`src/rtl/uart_fifo_core.sv`:
```
// +----------------------------------------------------------------------------+
// | uart_fifo_core : single-clock UART TX/RX engines with TX and RX FIFOs,      |
// |                  baud clock-enables and sticky receive error flags.         |
// | Option macro   : UART_LOOPBACK_EN (adds the internal loopback input)        |
// | Revision       : 1.0                                                        |
// +----------------------------------------------------------------------------+
`default_nettype none

module uart_sync_fifo #(
  parameter int W     = 8,
  parameter int DEPTH = 8
) (
  input  logic         clk,
  input  logic         rst,
  input  logic         wr,
  input  logic [W-1:0] wdata,
  input  logic         rd,
  output logic [W-1:0] rdata,
  output logic         full,
  output logic         empty
);
  localparam int AW = $clog2(DEPTH);

  logic [W-1:0] mem [DEPTH];
  logic [AW:0]  wptr;
  logic [AW:0]  rptr;

  // Extra pointer bit separates the full and empty cases when the indices match.
  assign full  = (wptr[AW] != rptr[AW]) && (wptr[AW-1:0] == rptr[AW-1:0]);
  assign empty = (wptr == rptr);
  assign rdata = mem[rptr[AW-1:0]];

  always_ff @(posedge clk) begin
    if (wr && !full) mem[wptr[AW-1:0]] <= wdata;
  end

  always_ff @(posedge clk) begin
    if (rst) begin
      wptr <= '0;
      rptr <= '0;
    end else begin
      if (wr && !full) wptr <= wptr + 1'b1;
      if (rd && !empty) rptr <= rptr + 1'b1;
    end
  end
endmodule

module uart_fifo_core #(
  parameter int DATA_W     = 8,
  parameter int FIFO_DEPTH = 8,
  parameter int DIV_W      = 16,
  parameter int OVS        = 16
) (
  input  logic              clk,
  input  logic              rst,
  input  logic [DIV_W-1:0]  div_tx,
  input  logic [DIV_W-1:0]  div_rx,
  input  logic              parity_en,
  input  logic              parity_odd,
  input  logic              two_stop,
  input  logic              tx_en,
  input  logic              rx_en,
  input  logic              tx_wr,
  input  logic [DATA_W-1:0] tx_wdata,
  output logic              tx_full,
  output logic              tx_busy,
  input  logic              rx_rd,
  output logic [DATA_W-1:0] rx_rdata,
  output logic              rx_empty,
  input  logic              err_clr,
  output logic              rx_overrun,
  output logic              rx_frame_err,
  output logic              rx_par_err,
  input  logic              rx,
`ifdef UART_LOOPBACK_EN
  input  logic              loopback,
`endif
  output logic              tx
);
  localparam int OW = $clog2(OVS);
  localparam int BW = $clog2(DATA_W);
  localparam logic [OW-1:0] OS_HALF  = OW'(OVS / 2 - 1);
  localparam logic [OW-1:0] OS_LAST  = OW'(OVS - 1);
  localparam logic [BW-1:0] BIT_LAST = BW'(DATA_W - 1);

  typedef enum logic [2:0] {S_IDLE, S_START, S_DATA, S_PARITY, S_STOP} state_t;

  logic              tx_line;
  logic              rx_src;
  logic              tx_empty;
  logic [DATA_W-1:0] tx_head;
  logic              tx_pop;
  logic              tx_tick;
  state_t            tx_state;
  logic [DIV_W-1:0]  tx_cnt;
  logic [DATA_W-1:0] tx_shreg;
  logic [BW-1:0]     tx_bitcnt;
  logic              tx_par;
  logic              tx_stop2;

  uart_sync_fifo #(.W(DATA_W), .DEPTH(FIFO_DEPTH)) u_tx_fifo (
    .clk(clk), .rst(rst), .wr(tx_wr), .wdata(tx_wdata), .rd(tx_pop),
    .rdata(tx_head), .full(tx_full), .empty(tx_empty)
  );

  assign tx_tick = (tx_state != S_IDLE) && (tx_cnt == div_tx);
  assign tx_busy = (tx_state != S_IDLE);
  // A new frame is loaded from IDLE or straight out of the final stop period.
  assign tx_pop  = tx_en && !tx_empty &&
                   ((tx_state == S_IDLE) ||
                    ((tx_state == S_STOP) && tx_tick && (!two_stop || tx_stop2)));

  always_ff @(posedge clk) begin
    if (rst) begin
      tx_state  <= S_IDLE;
      tx_line   <= 1'b1;
      tx_cnt    <= '0;
      tx_shreg  <= '0;
      tx_bitcnt <= '0;
      tx_par    <= 1'b0;
      tx_stop2  <= 1'b0;
    end else begin
      tx_cnt <= ((tx_state == S_IDLE) || tx_tick) ? '0 : tx_cnt + 1'b1;
      if (tx_pop) begin
        tx_shreg <= tx_head;
        tx_par   <= (^tx_head) ^ parity_odd;
        tx_line  <= 1'b0;
        tx_state <= S_START;
      end else begin
        case (tx_state)
          S_IDLE: tx_line <= 1'b1;
          S_START: if (tx_tick) begin
            tx_line   <= tx_shreg[0];
            tx_shreg  <= tx_shreg >> 1;
            tx_bitcnt <= '0;
            tx_state  <= S_DATA;
          end
          S_DATA: if (tx_tick) begin
            if (tx_bitcnt == BIT_LAST) begin
              tx_line  <= parity_en ? tx_par : 1'b1;
              tx_stop2 <= 1'b0;
              tx_state <= parity_en ? S_PARITY : S_STOP;
            end else begin
              tx_line   <= tx_shreg[0];
              tx_shreg  <= tx_shreg >> 1;
              tx_bitcnt <= tx_bitcnt + 1'b1;
            end
          end
          S_PARITY: if (tx_tick) begin
            tx_line  <= 1'b1;
            tx_stop2 <= 1'b0;
            tx_state <= S_STOP;
          end
          S_STOP: if (tx_tick) begin
            if (two_stop && !tx_stop2) tx_stop2 <= 1'b1;
            else                       tx_state <= S_IDLE;
          end
          default: tx_state <= S_IDLE;
        endcase
      end
    end
  end

  logic              rx_s1;
  logic              rx_s2;
  logic              rx_prev;
  state_t            rx_state;
  logic [DIV_W-1:0]  rx_cnt;
  logic [OW-1:0]     rx_os;
  logic [BW-1:0]     rx_bitcnt;
  logic [DATA_W-1:0] rx_shreg;
  logic              rx_par_bad;
  logic              rx_tick;
  logic              rx_push;
  logic              rx_full;
  logic [DATA_W-1:0] rx_head;

  assign rx_tick = (rx_state != S_IDLE) && (rx_cnt == div_rx);
  assign rx_push = (rx_state == S_STOP) && rx_tick && (rx_os == OS_LAST);

  uart_sync_fifo #(.W(DATA_W), .DEPTH(FIFO_DEPTH)) u_rx_fifo (
    .clk(clk), .rst(rst), .wr(rx_push), .wdata(rx_shreg), .rd(rx_rd),
    .rdata(rx_head), .full(rx_full), .empty(rx_empty)
  );

  assign rx_rdata = rx_empty ? '0 : rx_head;

  always_ff @(posedge clk) begin
    if (rst) begin
      rx_s1      <= 1'b1;
      rx_s2      <= 1'b1;
      rx_prev    <= 1'b1;
      rx_state   <= S_IDLE;
      rx_cnt     <= '0;
      rx_os      <= '0;
      rx_bitcnt  <= '0;
      rx_shreg   <= '0;
      rx_par_bad <= 1'b0;
    end else begin
      rx_s1   <= rx_src;
      rx_s2   <= rx_s1;
      rx_prev <= rx_s2;
      rx_cnt  <= ((rx_state == S_IDLE) || rx_tick) ? '0 : rx_cnt + 1'b1;
      case (rx_state)
        S_IDLE: begin
          rx_os      <= '0;
          rx_par_bad <= 1'b0;
          if (rx_en && rx_prev && !rx_s2) rx_state <= S_START;
        end
        S_START: if (rx_tick) begin
          if (rx_os == OS_HALF) begin
            rx_os     <= '0;
            rx_bitcnt <= '0;
            rx_state  <= rx_s2 ? S_IDLE : S_DATA;
          end else begin
            rx_os <= rx_os + 1'b1;
          end
        end
        S_DATA: if (rx_tick) begin
          if (rx_os == OS_LAST) begin
            rx_os    <= '0;
            rx_shreg <= {rx_s2, rx_shreg[DATA_W-1:1]};
            if (rx_bitcnt == BIT_LAST) rx_state <= parity_en ? S_PARITY : S_STOP;
            else                       rx_bitcnt <= rx_bitcnt + 1'b1;
          end else begin
            rx_os <= rx_os + 1'b1;
          end
        end
        S_PARITY: if (rx_tick) begin
          if (rx_os == OS_LAST) begin
            rx_os      <= '0;
            rx_par_bad <= rx_s2 ^ (^rx_shreg) ^ parity_odd;
            rx_state   <= S_STOP;
          end else begin
            rx_os <= rx_os + 1'b1;
          end
        end
        S_STOP: if (rx_tick) begin
          if (rx_os == OS_LAST) rx_state <= S_IDLE;
          else                  rx_os    <= rx_os + 1'b1;
        end
        default: rx_state <= S_IDLE;
      endcase
    end
  end

  always_ff @(posedge clk) begin
    if (rst) begin
      rx_overrun   <= 1'b0;
      rx_frame_err <= 1'b0;
      rx_par_err   <= 1'b0;
    end else begin
      if (rx_push && rx_full)          rx_overrun <= 1'b1;
      else if (err_clr)                rx_overrun <= 1'b0;
      if (rx_push && !rx_s2)           rx_frame_err <= 1'b1;
      else if (err_clr)                rx_frame_err <= 1'b0;
      if (rx_push && parity_en && rx_par_bad) rx_par_err <= 1'b1;
      else if (err_clr)                rx_par_err <= 1'b0;
    end
  end

`ifdef UART_LOOPBACK_EN
  assign rx_src = loopback ? tx_line : rx;
  assign tx     = loopback ? 1'b1 : tx_line;
`else
  assign rx_src = rx;
  assign tx     = tx_line;
`endif
endmodule

`default_nettype wire

```
`config.mk`:
```
export PLATFORM = sky130hd
export DESIGN_NAME = uart_fifo_core
export DESIGN_NICKNAME = d
export VERILOG_FILES = /design/src/rtl/uart_fifo_core.sv
export SDC_FILE = /design/constraint.sdc
export NUM_CORES = 1
export LEC_CHECK = 0
export CORE_MARGIN = 10
export CORE_UTILIZATION = 50
export DETAILED_ROUTE_END_ITERATION = 16
export PLACE_DENSITY = 0.82
export REMOVE_ABC_BUFFERS = 1
export SLEW_MARGIN = 20
export SYNTH_ARGS = -nofsm -noshare
export SYNTH_HDL_FRONTEND = slang
export SYNTH_SLANG_ARGS = --single-unit
```
`constraint.sdc`:
```
create_clock -name clk -period 3.6 [get_ports clk]
set_clock_uncertainty 0.2 [all_clocks]
set_input_delay 0.9 -clock clk [delete_from_list [all_inputs] [get_ports clk]]
set_output_delay 0.9 -clock clk [all_outputs]
set_load 0.05 [all_outputs]
```
# Word level (Yosys, flattened, before mapping)
# Memory sizes are Yosys's and may differ from the RTL's. A register that Yosys moved wholly into a read port is not among the register bits.
# Index checks and enable logic that the tools add are counted.
[totals]
in_bits = 51
mem_bits_rw = 128
n_memories = 2
output_inout_bits = 15
register_bits = 90
[op_classes]
mux = 72
n_reduce_logical = 63
n_eq_ne = 49
n_bitwise = 5
add_sub_neg = 9
[memory_table]
columns = ["name", "depth", "width", "read_ports", "rd_ports_with_merged_regs", "write_ports", "line_no", "source"]
rows = [
  ["u_rx_fifo.mem", 8, 8, 1, 1, 1, "24", "logic [W-1:0] mem [DEPTH];"],
  ["u_tx_fifo.mem", 8, 8, 1, 1, 1, "24", ""],
]
[op_table]
columns = ["operator", "n"]
rows = [
  ["$mux W3", 29],
  ["$mux W8", 5],
  ["$ne A2 B2 Y1 const B", 17],
  ["$add A16 B1 Y16 const B", 2],
  ["$eq A16 B16 Y1", 2],
  ["$pmux W3 S5", 2],
  ["$mux W4", 6],
  ["$mux W1", 22],
  ["$logic_and A1 B1 Y1", 21],
  ["$ne A3 B2 Y1 const B", 7],
  ["$reduce_and A7 Y1", 3],
  ["$add A4 B1 Y4 const B", 5],
  ["$pmux W4 S4", 1],
  ["$pmux W8 S2", 1],
  ["$reduce_xor A8 Y1", 2],
  ["$eq A3 B2 Y1 const B", 4],
  ["$eq A3 B3 Y1 const B", 4],
  ["$pmux W3 S2", 2],
  ["$reduce_bool A2 Y1", 6],
  ["$reduce_bool A3 Y1", 4],
  ["$ne A2 B1 Y1 const B", 5],
  ["$reduce_and A10 Y1", 1],
  ["$reduce_and A5 Y1", 2],
  ["$eq A4 B4 Y1", 2],
  ["other kinds (21)", 43],
]

# Logic depth before layout (Yosys ltp)
[depth]
ltp_word = 9
mapped_depth = 10
mapped_depth_nobuf = 9

# By module
# Synthesis repeated with hierarchy kept, for this count alone.
[hier_totals]
hier_cells = 814
area_unflattened_um2 = 10313.6
[modules_own_cells]
columns = ["module", "instances", "cells_each", "area_each_um2"]
rows = [
  ["uart_sync_fifo", 2, 178, 3166.8],
  ["uart_fifo_core", 1, 458, 3980.1],
]

# Worst setup path after synthesis
# No wires, ideal clock.
[synth_timing]
kind = "in2reg"
from = "input port div_rx[14]"
to = "memory u_rx_fifo.mem[2][0] (enable)"
path_stages = 6
setup_slack_ps = -12
arrival_time_ps = 3027
setup_time_ps = 385
required_ps = 3015
path_buffers = 0
path_cell_list = "xor2_1 > nor4_1 > nand4_2 > nor4_4 > or2b_1 > nor3b_1"
[synth_between]
elab_chain_cells = 7
[synth_rtl]
columns = ["element", "line_no", "source"]
rows = [
  ["start, declared", "57", "input logic [DIV_W-1:0] div_rx,"],
  ["$eq A16 B16 Y1", "178", "assign rx_tick = (rx_state != S_IDLE) && (rx_cnt == div_rx);"],
  ["$logic_and A1 B1 Y1", "178", ""],
  ["$logic_and A1 B1 Y1 (2 in a row)", "179", "assign rx_push = (rx_state == S_STOP) && rx_tick && (rx_os == OS_LAST);"],
  ["$logic_and A1 B1 Y1", "34", "if (wr && !full) mem[wptr[AW-1:0]] <= wdata;"],
  ["$mux W1", "34", ""],
  ["$mux W1 (implied by the code)", "34", ""],
  ["end, declared", "24", ""],
]
# No other way between the ends.

==> qor.yml <==
status:
  status: "finished, final reports clean"
timing:
  max_freq_mhz: 311
  worstMarginPinSlew_ns: 0.696
  fin_crit_sh_pct: 89.4
  slew_headroom_pct: 53.5
  hold_violations: 0
  rsz0062_at_grt: "no"
  fin_crit_ns: 3.22
  setup_viol: 0
  drv_slew: 0
power_and_ir_drop:
  p_switching_uw: 1310
  p_clk_share_pct: 41.6
  vdd_ir_drop_max_uv: 432
  switching_share_pct: 22.2
  p_total_uw: 5920
  p_int_uw: 4610
  leakagePower_uw: 0.00408
  combPwrFrac_pct: 10.1
  power_density_nw_per_um2: 515
  seq_power_share_pct: 48.2
yosys:
  synthMuxAreaShare_pct: 10.9
  synth_edf_count: 128
  ys_async_sr_fraction_pct: 0
  synth-xor-area-share_pct: 8.51
  synth_cells: 761
  synth_warnings: 0
  ys_ff_latch: 224
  synthSimpleGateAreaFrac_pct: 13.2
  ys_seq_area_share_pct: 59.9
  synthFlopType: "edfxtp_1"
  synth_compound_area_share_pct: 4.15
  synth_top_family_by_area: "simple AND/OR/NAND/NOR gates"
  synth_adder_area_share_pct: 1.43
  syn_area_um2: 9630
  synth.distinct_cells: 51
  syn_avg_cell_area_um2: 12.7
place:
  portBuffers: 65
  place_inst: 1088
  postPlaceCellArea_um2: 10700
  hpwlAfterDp_mm: 13.0
  gp_congestion: 0.772
cts:
  clk_latency_ns: 0.49
  cts_root_buf: "clkbuf_16"
  cts.sinks: 224
  cts_tree: "yes"
  htreeDepth: 1
  cts_made_buffers: 23
  postCtsHoldBufs: 0
  cts_buffer_depth: 3
  path_clk_slew_ns: 0.07
global_routing:
  grt_pass1_wl_mm: 30.9
  grt.total_usage_pct: 14.4
  grt_max_degree: 46
  grt_antenna_before_repair: 0
  grt_pass1_vias: 5943
  overflow: 0
die:
  dieArea_um2: 25200
  ioPinCount: 66
  core_area_um2: 18800
  rows: 50
  die_y_um: 159
  initial_core_util_pct: 51.1
  die_w_um: 159
final_layout:
  fillers: 1392
  mostFrequentLayoutCells: "edfxtp_1, nor2_1, dfxtp_1, clkdlybuf4s50_1, xnor2_1"
  area_growth_pct: 19.5
  multi_input_area_um2: 3670
  final_cells: 1127
  ff_latch_area_um2: 5770
  diodes: 0
  final_cell_area_um2: 11500
  final_common_cell: "edfxtp_1"
  fin_nets: 915
  drive_above_1_share_pct: 14.6
setup_path:
  cp_data_arrival_time_ns: 2.12
  critPathRequiredTime_ns: 2.50
  end_kind: "output pin"
  crit_fanout: 16
  reg2reg_depth: 7
  crit_path_start_kind: "flop"
  critical_path_class: "flop to output pin"
detailed_routing:
  drtIter0Drc: 341
  drtAntennaViolNets: 0
  first_pass_iters: 4
  wl_per_cell_um: 16.7
  drt_wl_total_mm: 18.8
  vias: 5950
  vias_per_cell: 5.28
  drc: 0
min_path:
  whs_path_depth: 1
  hp-class: "flop to flop"
flow_run:
  maxCapViolations: 0
## cells in the mapped netlist (all sizes together) (2+ instances only)
| master | number | area [µm²] |
|---|---|---|
| clkbuf | 23 | 86.3 |
| ha | 11 | 138 |
| or2 | 4 | 25.0 |
| nor2b | 6 | 37.5 |
| nor4 | 10 | 105 |
| nand2b | 10 | 62.6 |
| nor3 | 17 | 85.1 |
| xor2 | 43 | 377 |
| a21o | 2 | 15.0 |
| or3 | 8 | 50.1 |
| mux2i | 26 | 260 |
| a211oi | 5 | 37.5 |
| nand3b | 3 | 22.5 |
| a32oi | 2 | 17.5 |
| mux2 | 6 | 67.6 |
| nor3b | 7 | 52.6 |
| nand4 | 10 | 68.8 |
| and3 | 7 | 43.8 |
| nor2 | 108 | 405 |
| edfxtp | 128 | 3840 |
| a21oi | 31 | 155 |
| dfxtp | 96 | 1920 |
| inv | 14 | 52.6 |
| xnor2 | 48 | 420 |
| buf | 9 | 50.1 |
| mux4 | 32 | 721 |
| nand3 | 28 | 140 |
| a41oi | 2 | 17.5 |
| nand2 | 34 | 130 |
| o21ai | 14 | 70.1 |
| a22oi | 4 | 30.0 |
## final cells by class
cell class	count	share of cell area (%)
clock buffers	24	5.12
inverters	14	0.457
repair buffers	99	7.76
multi-input cells	491	31.9
flip-flops and latches	224	50.1
clock inverters	15	1.79
well taps	260	2.83
## metal layers
metal	wire (µm)	GRT usage, %	share of wire [%]
met5	0	0	0
met4	251	2.59	1.3
met1	8330	18.8	44
met2	9210	24.6	49
met3	979	2.92	5.2
## final timing paths
check | from | endpoint | slack, ns
worst min-delay path | rx_s1 | rx_s2 | 0.23
worst max-delay path | flop | rx_rdata[7] | 0.38
worst min register to register | rx_s1 | rx_s2 | 0.23
worst max register to register | flop | tx_par | 0.64
## through the flow
step / hold slack (ns) / utilization [%] / setup TNS [ns] / worst slack (ns)
4_1_cts: 0.229 / 61.1 / 0 / 0.0965
5_1_grt: 0.240 / 61.1 / 0 / 0.254
6_report: 0.227 / 61.1 / 0 / 0.380
3_5_place_dp: 0.208 / 56.9 / -2.92 / -0.111
2_1_floorplan: 0.189 / - / -3.28 / -0.170
3_3_place_gp: 0.194 / 56.9 / -4.04 / -0.109
## repair_timing
item | 4_1_cts | 5_1_grt
endpoints found under the setup margin | 0 | 1
gates resized for setup | 0 | 1
buffers inserted | 0 | 0
## registers in the layout (all words and copies together) (netlist names), 4 cells and up, named ones only
signal	flops
rx_os	4
u_rx_fifo.wptr	4
rx_shreg	8
u_tx_fifo.mem	64
u_tx_fifo.rptr	4
u_rx_fifo.rptr	4
u_rx_fifo.mem	64
tx_shreg	8
rx_cnt	16
tx_cnt	16
u_tx_fifo.wptr	4
## worst max-delay path: stages, from the launching register on
cell	delay, ns
dfxtp_1	0.76
mux4_2	0.43
mux2i_1	0.18
nor2_1	0.06
buf_4	0.19
## kinds of logic after synthesis
family,Yosys count
DFF,224
AOI/OAI and AO/OA,67
muxes,64
xor gates and xnor gates,92
and+or+nand+nor,257
buffers and inverters,46
adders and majority gates,11
## power by group through the flow
stage	registers (µW)	clock network, µW	logic, µW
2_1_floorplan	2890	0	392
3_3_place_gp	2910	0	582
3_5_place_dp	2910	0	597
4_1_cts	2860	2520	603
5_1_grt	2860	2630	670
6_report	2860	2470	599
(Power assumes the default switching activity.)
